==> config.mk <==
export PLATFORM = sky130hd
export DESIGN_NAME = axis_width_upsizer
export DESIGN_NICKNAME = d
export VERILOG_FILES = /design/src/rtl/axis_width_upsizer.sv
export SDC_FILE = /design/constraint.sdc
export NUM_CORES = 2
export LEC_CHECK = 0
export BUFFER_PORTS_ARGS = -buffer_cell sky130_fd_sc_hd__buf_2
export CORE_AREA = 2 2 368 370
export CTS_BUF_LIST = sky130_fd_sc_hd__clkbuf_16
export DETAILED_ROUTE_END_ITERATION = 12
export DIE_AREA = 0 0 370 372
export REMOVE_ABC_BUFFERS = 1
export SLEW_MARGIN = 20
export SYNTH_ARGS = -nofsm -noshare
export SYNTH_HDL_FRONTEND = slang
export SYNTH_SLANG_ARGS = --single-unit
==> constraint.sdc <==
create_clock -name axis_aclk -period 2.6 [get_ports axis_aclk]
set_input_delay 0.13 -clock axis_aclk [delete_from_list [all_inputs] [get_ports axis_aclk]]
set_output_delay 0.13 -clock axis_aclk [all_outputs]
set_load 0.01 [all_outputs]
==> src/rtl/axis_width_upsizer.sv <==
// -----------------------------------------------------------------------------
// axis_width_upsizer
//
// Packs RATIO consecutive slave AXI-Stream beats into one master beat that is
// RATIO times wider. The first beat of each word lands in lane 0. A beat with
// tlast set closes the word early, and the lanes above it are sent as zero
// data with zero keep. Keep bits are never inspected or repacked.
//
// Ports
//   axis_aclk           : single clock, rising edge
//   axis_areset         : synchronous, active-high reset
//   s_axis_tvalid/tready/tdata/tkeep/tlast : narrow slave stream
//   m_axis_tvalid/tready/tdata/tkeep/tlast : wide master stream (registered)
//   stat_pkt_count      : master beats sent with tlast=1 (wraps)
//   stat_partial_count  : master beats sent with fewer than RATIO lanes filled
// -----------------------------------------------------------------------------
module axis_width_upsizer #(
    parameter int S_DATA_WIDTH = 256,
    parameter int RATIO        = 2,
    parameter int CNT_WIDTH    = 32,
    localparam int M_DATA_WIDTH = S_DATA_WIDTH * RATIO,
    localparam int S_KEEP_WIDTH = S_DATA_WIDTH / 8,
    localparam int M_KEEP_WIDTH = S_KEEP_WIDTH * RATIO
) (
    input  logic                    axis_aclk,
    input  logic                    axis_areset,

    input  logic                    s_axis_tvalid,
    output logic                    s_axis_tready,
    input  logic [S_DATA_WIDTH-1:0] s_axis_tdata,
    input  logic [S_KEEP_WIDTH-1:0] s_axis_tkeep,
    input  logic                    s_axis_tlast,

    output logic                    m_axis_tvalid,
    input  logic                    m_axis_tready,
    output logic [M_DATA_WIDTH-1:0] m_axis_tdata,
    output logic [M_KEEP_WIDTH-1:0] m_axis_tkeep,
    output logic                    m_axis_tlast,

    output logic [CNT_WIDTH-1:0]    stat_pkt_count,
    output logic [CNT_WIDTH-1:0]    stat_partial_count
);

    localparam int                IDX_W    = $clog2(RATIO);
    localparam logic [IDX_W-1:0]  LAST_IDX = IDX_W'(RATIO - 1);

    logic [IDX_W-1:0]        idx;
    logic [M_DATA_WIDTH-1:0] acc_data;
    logic [M_KEEP_WIDTH-1:0] acc_keep;
    logic [M_DATA_WIDTH-1:0] nxt_data;
    logic [M_KEEP_WIDTH-1:0] nxt_keep;
    logic                    out_partial;
    logic                    s_beat;
    logic                    m_beat;
    logic                    completing;

    // The slave may only push when the output register is free or is being
    // drained this cycle. Held low during reset so nothing is accepted then.
    assign s_axis_tready = !axis_areset && (!m_axis_tvalid || m_axis_tready);
    assign s_beat        = s_axis_tvalid && s_axis_tready;
    assign m_beat        = m_axis_tvalid && m_axis_tready;
    assign completing    = (idx == LAST_IDX) || s_axis_tlast;

    // Merge the incoming beat into lane idx of the accumulator. Lanes at and
    // above idx are always zero in the accumulator (it is cleared after every
    // word), so the merged value already has zero data/keep above idx and can
    // be loaded straight into the output register on a completing beat.
    always_comb begin
        nxt_data = acc_data;
        nxt_keep = acc_keep;
        for (int k = 0; k < RATIO; k++) begin
            if (idx == IDX_W'(k)) begin
                nxt_data[k*S_DATA_WIDTH +: S_DATA_WIDTH] = s_axis_tdata;
                nxt_keep[k*S_KEEP_WIDTH +: S_KEEP_WIDTH] = s_axis_tkeep;
            end
        end
    end

    // Lane accumulator and output register. A drain and a reload may happen
    // in the same cycle; the reload is written last so it wins and tvalid
    // stays high, giving one master beat every RATIO slave cycles.
    always_ff @(posedge axis_aclk) begin
        if (axis_areset) begin
            idx           <= '0;
            acc_data      <= '0;
            acc_keep      <= '0;
            m_axis_tvalid <= 1'b0;
            m_axis_tdata  <= '0;
            m_axis_tkeep  <= '0;
            m_axis_tlast  <= 1'b0;
            out_partial   <= 1'b0;
        end else begin
            if (m_beat) begin
                m_axis_tvalid <= 1'b0;
            end
            if (s_beat) begin
                if (completing) begin
                    m_axis_tvalid <= 1'b1;
                    m_axis_tdata  <= nxt_data;
                    m_axis_tkeep  <= nxt_keep;
                    m_axis_tlast  <= s_axis_tlast;
                    out_partial   <= (idx != LAST_IDX);
                    idx           <= '0;
                    acc_data      <= '0;
                    acc_keep      <= '0;
                end else begin
                    idx      <= idx + IDX_W'(1);
                    acc_data <= nxt_data;
                    acc_keep <= nxt_keep;
                end
            end
        end
    end

    // Status counters advance on the master handshake, so a word that is
    // discarded by reset before it leaves is never counted.
    always_ff @(posedge axis_aclk) begin
        if (axis_areset) begin
            stat_pkt_count     <= '0;
            stat_partial_count <= '0;
        end else if (m_beat) begin
            if (m_axis_tlast) begin
                stat_pkt_count <= stat_pkt_count + CNT_WIDTH'(1);
            end
            if (out_partial) begin
                stat_partial_count <= stat_partial_count + CNT_WIDTH'(1);
            end
        end
    end

endmodule

==> flow_metrics.py <==
metrics = {
    "status": {
        "outcome": "finished clean",
    },
    "global_route": {
        "top_usage_layer": "met2",
        "grt_pass1_vias": 35100,
        "antenna_found_initial": 7,
        "grt.total_usage": 0.185,
        "gr-total-overflow": 0,
        "grt_max_degree": 218,
        "use_met2": 0.296,
        "grt_pass1_wl_um": 203000,
        "grt_use_met1": 0.232,
        "met3_usage": 0.0529,
    },
    "logic_synthesis": {
        "synth.area.top_cells": "dfxtp_1 (54%), mux2i_1 (13%), a211oi_1 (9.5%)",
        "synth_seq_cells": 1220,
        "syn_avg_cell_area_um2": 10.1,
        "synth_top_cell_area_share": 0.537,
        "synth_edf_count": 0,
        "ys_types": 44,
        "syn_inst": 4519,
        "async_flop_share": 0,
        "yosys_warnings": 0,
        "netlist.top_cell.by_area": "dfxtp_1",
        "yosysSeqAreaShare": 0.537,
        "syn-cell-area_mm2": 0.0455,
        "ys.flop_type": "dfxtp_1",
    },
    "route": {
        "wirelength_um": 136000,
        "vias": 37100,
        "ant_nets": 0,
        "vias_per_cell": 4.97,
        "drc": 0,
        "wl_per_cell_um": 18.2,
        "dr.pass1.iters": 5,
        "drtIter0Drc": 2233,
    },
    "pwr": {
        "finalPower_uw": 42300,
        "power.leakage_uw": 0.0234,
        "p_per_area_mw_per_mm2": 717,
        "irDropWorstVdd_mv": 0.560,
    },
    "critical_path": {
        "worstPathArrival_ns": 2.36,
        "crit_fanout": 73,
        "critPathLaunchType": "input port",
        "crit_start": "axis_areset",
        "r2r-start": "idx",
        "crit_required_ns": 2.47,
        "crit_type": "in -> out",
        "endpoint_kind": "output port",
    },
    "floorplan": {
        "core_area_mm2": 0.134,
        "io_pins": 936,
        "num_rows": 135,
        "die_h_um": 372,
        "dieArea_mm2": 0.138,
        "start_util": 0.339,
        "die_w_um": 370,
    },
    "min_path": {
        "worstHoldStart": "s_axis_tdata[132]",
        "worstHoldPathType": "in -> reg",
    },
    "placed_design": {
        "place_ws_ns": 0.325,
        "dp.final_hpwl_um": 87100,
        "dp_cells": 6906,
        "gp_congestion": 0.840,
        "port_buffers": 935,
    },
    "layout": {
        "final_cell_mix": "dfxtp_1 (1219), buf_2 (934), nor2_1 (910)",
        "syn2layout_area_growth_pct": 29.7,
        "layout.cells.non_filler": 7478,
        "fin_nets": 5887,
        "final_common_cell": "dfxtp_1",
        "drive_gt1_frac": 0.216,
    },
    "timing": {
        "tns_ns": 0,
        "maxSlewHeadroom": 0.257,
        "fin_hold_ws_ns": 0.191,
        "worst-slew-pin-transition_ns": 1.12,
        "finalMaxSlewViolations": 0,
        "finalClockSkew_ns": 0.0246,
        "hold_viol": 0,
        "fin_crit_ns": 2.49,
        "finalSetupViolCount": 0,
        "rsz0062_at_grt": "no",
        "fin_ws_ns": 0.113,
        "post-route-period-util": 0.957,
        "clock.fmax_mhz": 402,
    },
    "clock_tree": {
        "numCtsBuffers": 133,
        "cts.reportedPaths.clkPinSlew_ns": 0.06,
        "worst_skew_pair.late_latency_ns": 0.75,
        "post_cts_buffers": 0,
        "clock_sinks": 1220,
        "cts_tree": "done",
        "root_buffer": "clkbuf_16",
        "htree_levels": 4,
        "clockBufferDepth": 3,
    },
    "flow_run": {
        "cap_violations": 0,
    },
}
==> critical path, stage by stage <==
cell and delay, ns:
buf_8 0.10, dlygate4sd3_1 0.72, buf_12 0.30, buf_4 0.68
nor2_1 0.20, buf_2 0.21
==> layout make-up <==
| class | count | area [um^2] |
|---|---|---|
| diodes | 5 | 12.5 |
| clock buffers | 136 | 3400 |
| clock inverters | 99 | 719 |
| fillers | 12900 | 75300 |
| inverters | 5 | 18.8 |
| multi-input cells | 2887 | 19200 |
| flip-flops and latches | 1220 | 24400 |
| well taps | 1781 | 2230 |
| repair buffers | 1345 | 8960 |
==> per-stage QoR <==
| step | utilization | cell area [um^2] |
|---|---|---|
| 3_3_place_gp | 0.384 | 51500 |
| 3_5_place_dp | 0.384 | 51500 |
| 2_1_floorplan | - | 43700 |
| 6_report | 0.439 | 59000 |
| 4_1_cts | 0.439 | 58900 |
| 5_1_grt | 0.439 | 59000 |
==> cells in the mapped netlist, types with 5 or more instances <==
cell / number
or4_1: 18
nand2_1: 20
mux2i_1: 578
xnor2_1: 5
buf_2: 216
a21oi_1: 25
nand3_1: 17
a22oi_1: 288
dfxtp_1: 1220
buf_1: 9
xor2_1: 14
clkbuf_1: 171
and2_1: 291
nand4_1: 20
and4_1: 10
a211oi_1: 576
o21ai_0: 6
o31ai_1: 17
buf_4: 12
nor2_1: 910
and3_1: 6
inv_1: 5
nor4_1: 19
or3_1: 5
mux2_2: 20
nor2b_1: 21
==> path summary, 6_finish.rpt <==
check                        to  slack, ns  depth (start not counted)
hold reg to reg   acc_data[259]       0.46                          1
setup / recovery  s_axis_tready       0.11                          6
setup reg to reg  acc_data[185]       0.21                          7
hold / removal    acc_data[132]       0.19                          4
==> repair_timing <==
item,CTS,global route
endpoints found under the setup margin,0,3
resized for setup,0,2
hold endpoints to repair,897,0
hold buffers,330,0
==> power breakdown <==
part | switching, uW | internal (uW) | leakage (uW)
logic | 2580 | 1880 | 0.0113
clock network | 7750 | 10300 | 0.00214
registers | 445 | 19400 | 0.00992
==> cells by family after synthesis <==
family | Yosys count | synth area share
compound gates | 914 | 0.149
xor+xnor | 19 | 0.00366
fa+ha+maj | 2 | 0.000550
buf+inv | 413 | 0.0410
flops | 1220 | 0.537
mux | 598 | 0.132
simple gates | 1353 | 0.137
==> state kept, by name, summed over array words and instances (netlist names) <==
register,flops
acc_data,512
acc_keep,64
idx,1
m_axis_tdata,512
m_axis_tkeep,64
m_axis_tlast,1
m_axis_tvalid,1
out_partial,1
stat_partial_count,32
stat_pkt_count,32
==> layer usage <==
layer / wire length, um / share of wire / up-vias
met2: 62600 / 0.46 / 1087
met3: 9630 / 0.071 / 259
met5: 27 / 0.00020 / -
met1: 58700 / 0.43 / 17500
li1: - / - / 18300
met4: 5260 / 0.039 / 4
No activity file was read; power rests on OpenSTA's default activity.
